$ cat src/rtl/fpu_responder.sv
// fpu_responder: fixed-latency sign-injection, compare and min/max responder
module fpu_responder #(
  parameter int LATENCY = 2
) (
  input  logic        clk,
  input  logic        rstn,
  input  logic [31:0] fpu_data_a,
  input  logic [31:0] fpu_data_b,
  input  logic [7:0]  fpu_data_c,
  input  logic [9:0]  fpu_in_valid,
  output logic [31:0] fpu_out,
  output logic        fpu_out_valid,
  output logic [7:0]  out_tag,
  output logic        proto_err
);
  logic               nan_a, nan_b, both_zero, lt, eq, ordered, one_hot, multi;
  logic [31:0]        min_v, max_v, res;
  logic [LATENCY-1:0] vld, vin;
  logic [31:0]        dat [LATENCY];
  logic [31:0]        din [LATENCY];
  logic [7:0]         tag [LATENCY];
  logic [7:0]         tin [LATENCY];
  assign nan_a     = &fpu_data_a[30:23] && |fpu_data_a[22:0];
  assign nan_b     = &fpu_data_b[30:23] && |fpu_data_b[22:0];
  assign ordered   = !nan_a && !nan_b;
  assign both_zero = ~|{fpu_data_a[30:0], fpu_data_b[30:0]};
  // sign-magnitude order: larger magnitude is smaller when both are negative
  assign lt = both_zero ? 1'b0 :
              fpu_data_a[31] != fpu_data_b[31] ? fpu_data_a[31] :
              fpu_data_a[31] ? fpu_data_a[30:0] > fpu_data_b[30:0] :
              fpu_data_a[30:0] < fpu_data_b[30:0];
  assign eq = both_zero || fpu_data_a == fpu_data_b;
  assign min_v = nan_a && nan_b ? 32'h7FC0_0000 :
                 nan_a ? fpu_data_b :
                 nan_b ? fpu_data_a :
                 both_zero ? {fpu_data_a[31] | fpu_data_b[31], 31'd0} :
                 lt ? fpu_data_a : fpu_data_b;
  assign max_v = nan_a && nan_b ? 32'h7FC0_0000 :
                 nan_a ? fpu_data_b :
                 nan_b ? fpu_data_a :
                 both_zero ? {fpu_data_a[31] & fpu_data_b[31], 31'd0} :
                 lt ? fpu_data_b : fpu_data_a;
  assign res = fpu_in_valid[0] ? {~fpu_data_a[31], fpu_data_a[30:0]} :
               fpu_in_valid[1] ? {1'b0, fpu_data_a[30:0]} :
               fpu_in_valid[2] ? {fpu_data_b[31], fpu_data_a[30:0]} :
               fpu_in_valid[3] ? {~fpu_data_b[31], fpu_data_a[30:0]} :
               fpu_in_valid[4] ? {31'd0, ordered && eq} :
               fpu_in_valid[5] ? {31'd0, ordered && lt} :
               fpu_in_valid[6] ? {31'd0, ordered && (lt || eq)} :
               fpu_in_valid[7] ? fpu_data_a :
               fpu_in_valid[8] ? min_v : max_v;
  assign multi   = |(fpu_in_valid & (fpu_in_valid - 10'd1));
  assign one_hot = |fpu_in_valid && !multi;
  assign vin     = LATENCY'({vld, one_hot});
  always_comb begin
    din[0] = res;
    tin[0] = fpu_data_c;
    for (int i = 1; i < LATENCY; i++) begin
      din[i] = dat[i-1];
      tin[i] = tag[i-1];
    end
  end
  // data/tag stages only load with a valid entry, so the last stage holds its value when idle
  always_ff @(posedge clk or negedge rstn) begin
    if (!rstn) begin
      vld       <= '0;
      proto_err <= 1'b0;
      for (int i = 0; i < LATENCY; i++) begin
        dat[i] <= '0;
        tag[i] <= '0;
      end
    end else begin
      vld       <= vin;
      proto_err <= proto_err | multi;
      for (int i = 0; i < LATENCY; i++) begin
        if (vin[i]) begin
          dat[i] <= din[i];
          tag[i] <= tin[i];
        end
      end
    end
  end
  assign fpu_out       = dat[LATENCY-1];
  assign out_tag       = tag[LATENCY-1];
  assign fpu_out_valid = vld[LATENCY-1];
endmodule

$ cat config.mk
export PLATFORM = sky130hd
export DESIGN_NAME = fpu_responder
export DESIGN_NICKNAME = d
export VERILOG_FILES = /design/src/rtl/fpu_responder.sv
export SDC_FILE = /design/constraint.sdc
export NUM_CORES = 1
export LEC_CHECK = 0
export ABC_AREA = 1
export CORE_AREA = 4 4 122 124
export CTS_CLUSTER_DIAMETER = 100
export CTS_CLUSTER_SIZE = 10
export DETAILED_ROUTE_END_ITERATION = 7
export DIE_AREA = 0 0 126 128
export PLACE_DENSITY_LB_ADDON = 0.3
export SLEW_MARGIN = 25
export SYNTH_ARGS = -nofsm -noshare
export SYNTH_HDL_FRONTEND = slang
export SYNTH_SLANG_ARGS = --single-unit
$ cat constraint.sdc
create_clock -name clk -period 1.6 [get_ports clk]
set_clock_uncertainty 0.2 [all_clocks]
set_input_delay 0.4 -clock clk [delete_from_list [all_inputs] [get_ports clk]]
set_output_delay 0.4 -clock clk [all_outputs]
set_load 0.02 [all_outputs]
==> impl_results.md <==
* Async SR Flop Fraction at 100%
* Maximum clock insertion buffer count at 2
* Syn nets at 1,093
* Crit-path max FO at 5
* Slew Limit Fails at 0
* I/O pins at 126
* Unrepaired setup endpoints after global routing: true
* H-tree depth at 3
* Worst endpoint required time at 1.63 ns
* Vias in the first global route at 7,614
* Post-synth top flop: dfrtp_1
* CP Launch Type: primary input
* Synth area leaders: dfrtp_1 (31%), nand2_1 (15%), a21oi_1 (7.9%)
* Die width at 126 um
* R2r setup slk at 0.26 ns
* Die area at 16,100 um2
* Initial antenna violation count at 0
* Post-Synth Simple-Gate Area at 26.8%
* Mapped Area at 6700 um2
* Yosys top cell area share at 31.0%
* Fin Hold WS at 0.258 ns
* Via/cell ratio at 5.57
* Clock Pin Slew Worst Setup and Hold Paths at 0.06 ns
* RR Startpoint: vld[0]
* Max IR drop VDD at 0.653 mV
* Worst hold start: fpu_data_a[26]
* Initial cell density of the core at 48.6%
* CTS root buffer: clkbuf_16
* Total gr overflow at 0
* Diodes inserted at 0
* Layout cells sized above 1 at 46.6%
* DP HPWL at 17,200 um
* Proportion of synthesized area in mux cells at 4.03%
* Met1 WL at 9690 um
* Outcome: finished, violations left
* Hold Path Class: in2reg
* Worst Setup SP: fpu_data_a[15]
* GP Congestion at 0.979
* Cell accounting for the most synthesized area: dfrtp_1
* Worst-Skew Late Latency at 0.35 ns
* Worst slew margin at 65.7%
* Post-route ant nets at 0
* Final TNS setup at -36.35 ns
* Final WL at 26,000 um
* Achievable Freq at 368 MHz
* Placed Cells at 1,353
* Failing checks: setup timing
* Placed cell areas at 9210 um2
* Synth cell types at 39
* Endpoints failing setup at 41
* Fin util at 76.3%
* Final net count at 1,344
* Max-cap viol count at 0
* Port bufs at 125
* Synth Register Bits at 83
* Fillers at 1,014
* Main combinational cell family by area after synthesis: simple AND/OR/NAND/NOR gates
* Top sig layer: met4
* Clk sinks at 83
* Total track usage at 30.2%
* Routed len/inst at 18.4 um
* CTS tree: built
* Design Power at 7.18 mW
* Remaining DRCs at 0
* Row cnt at 43
* Die height at 128 um
* Final WS setup at -1.12 ns
* Commonest cells after routing, fill and taps aside: nand2_1 (204), buf_4 (167), a21oi_1 (85), dfrtp_1 (82), inv_1 (75)
* Post-synth EDFFs at 0
* Initial DRC count at 772
* Setup CP Type: in2reg
* Worst-Margin Slew at 0.514 ns
* Place WS at -1.82 ns
* Adder-Cell Fraction of Synth Area at 6.16%
* CTS buffer count at 9
* Met3 WL at 2110 um
* Syn Inst Count at 976
* Post-route clock period utilization at 170%
* CP Capture Type: register
* Via count at 7,861
* Pwr Density at 684 nW/um2
* Post-Synth XOR/XNOR Area at 0%
* Commonest non-fill, non-tap cell in the layout: nand2_1
* Crit path DAT at 2.75 ns
* Largest net degree at the start of global routing at 58
* Layout Cells excl Fill at 1,412
* Synth Warn # at 0
* Share of the yosys chip area belonging to registers at 31.0%
* Endpoints failing hold at 0
* Post-synthesis compound-gate area fraction at 17.8%
* P&R area growth vs syn at 56.8%
* Core ar. at 13,800 um2
* Iteration count of the initial detailed-routing pass at 6
* Design area at 10,500 um2
* Final min period at 2.72 ns
* DR WL met2 at 12,700 um
* Synthesized area per cell at 6.86 um2
* P_leak at 5.25 nW
* First-pass GRT wire length at 39,100 um
## power breakdown
group / switching, mW / internal, mW / total (mW) / leakage, nW
logic: 1.37 / 1.15 / 2.52 / 4.05
registers: 0.120 / 2.33 / 2.45 / 1.05
clock network: 0.933 / 1.27 / 2.21 / 0.151
total: 2.43 / 4.75 / 7.18 / 5.25
## worst max-delay path: stages
cell,delay [ns]
clkdlybuf4s15_2,0.24
ha_4,0.28
nand2_2,0.06
nor2_4,0.09
nand3_2,0.09
nor2_1,0.12
nand4_1,0.15
nand2_1,0.10
nand2_2,0.08
nand4_1,0.13
buf_6,0.17
nand2_8,0.10
buf_16,0.15
o211ai_1,0.16
nand3_1,0.12
nand2_1,0.09
nand2_1,0.06
nand2_1,0.08
a21boi_1,0.07
## synthesized netlist by cell type (2+ instances only)
cell and number:
a21boi_1 19, a21oi_1 106, buf_1 2, buf_2 4, buf_4 43, buf_6 2, clkbuf_1 30, dfrtp_1 83
ha_1 33, inv_1 113, inv_2 11, mux2_2 24, nand2_1 266, nand2_2 5, nand3_1 28, nand4_1 22
nor2_1 72, nor2_2 4, nor3_1 3, nor4_1 8, o211ai_1 13, o21ai_0 41, o21ai_1 20, or2_2 9
## what timing repair did
action	CTS	global route
buffers inserted	21	14
endpoints found under the hold margin	18	0
endpoints found under the setup margin	84	69
resized for setup	457	221
cloned	9	2
pin swaps	59	99
hold buffers	1	0
## per-layer routing
metal,track usage (%),vias up
met5,0,-
li1,-,3657
met3,4.29,119
met2,52.3,461
met4,15.2,0
met1,36.7,3624
## sequential cells by signal, summed over array words and instances (netlist names)
signal and count:
dat 32, fpu_out 32, out_tag 8, tag 8, vld 2, proto_err 1
## worst paths after layout
check                         endpoint  depth (start not counted)
min reg2reg                  proto_err                          1
min                            dat[58]                          4
min in group asynchronous      dat[32]                          2
max                            dat[39]                         19
max reg2reg                 out_tag[7]                          2
max in group asynchronous  fpu_out[22]                          3
## area by class of cell
class | count | area (um2) | share of cell area [%]
Inverter | 124 | 523 | 4.98
Multi-Input combinational cell | 690 | 4660 | 44.4
Clock buffer | 10 | 239 | 2.28
Timing Repair inverter | 1 | 7.51 | 0.0715
Sequential cell | 83 | 2080 | 19.8
Clock inverter | 6 | 71.3 | 0.679
Tap cell | 180 | 225 | 2.14
Timing Repair Buffer | 318 | 2700 | 25.7
## logic make-up (layout without fill, tap and decap cells)
logic type	Yosys count	in the layout
AND/OR/NAND/NOR	423	425
AO/OA/AOI/OAI	208	208
buffers and inverters	205	459
flip-flops	83	83
adder cells (fa/ha/maj)	33	33
multiplexers	24	24
Power figures use the tool's default switching activity.
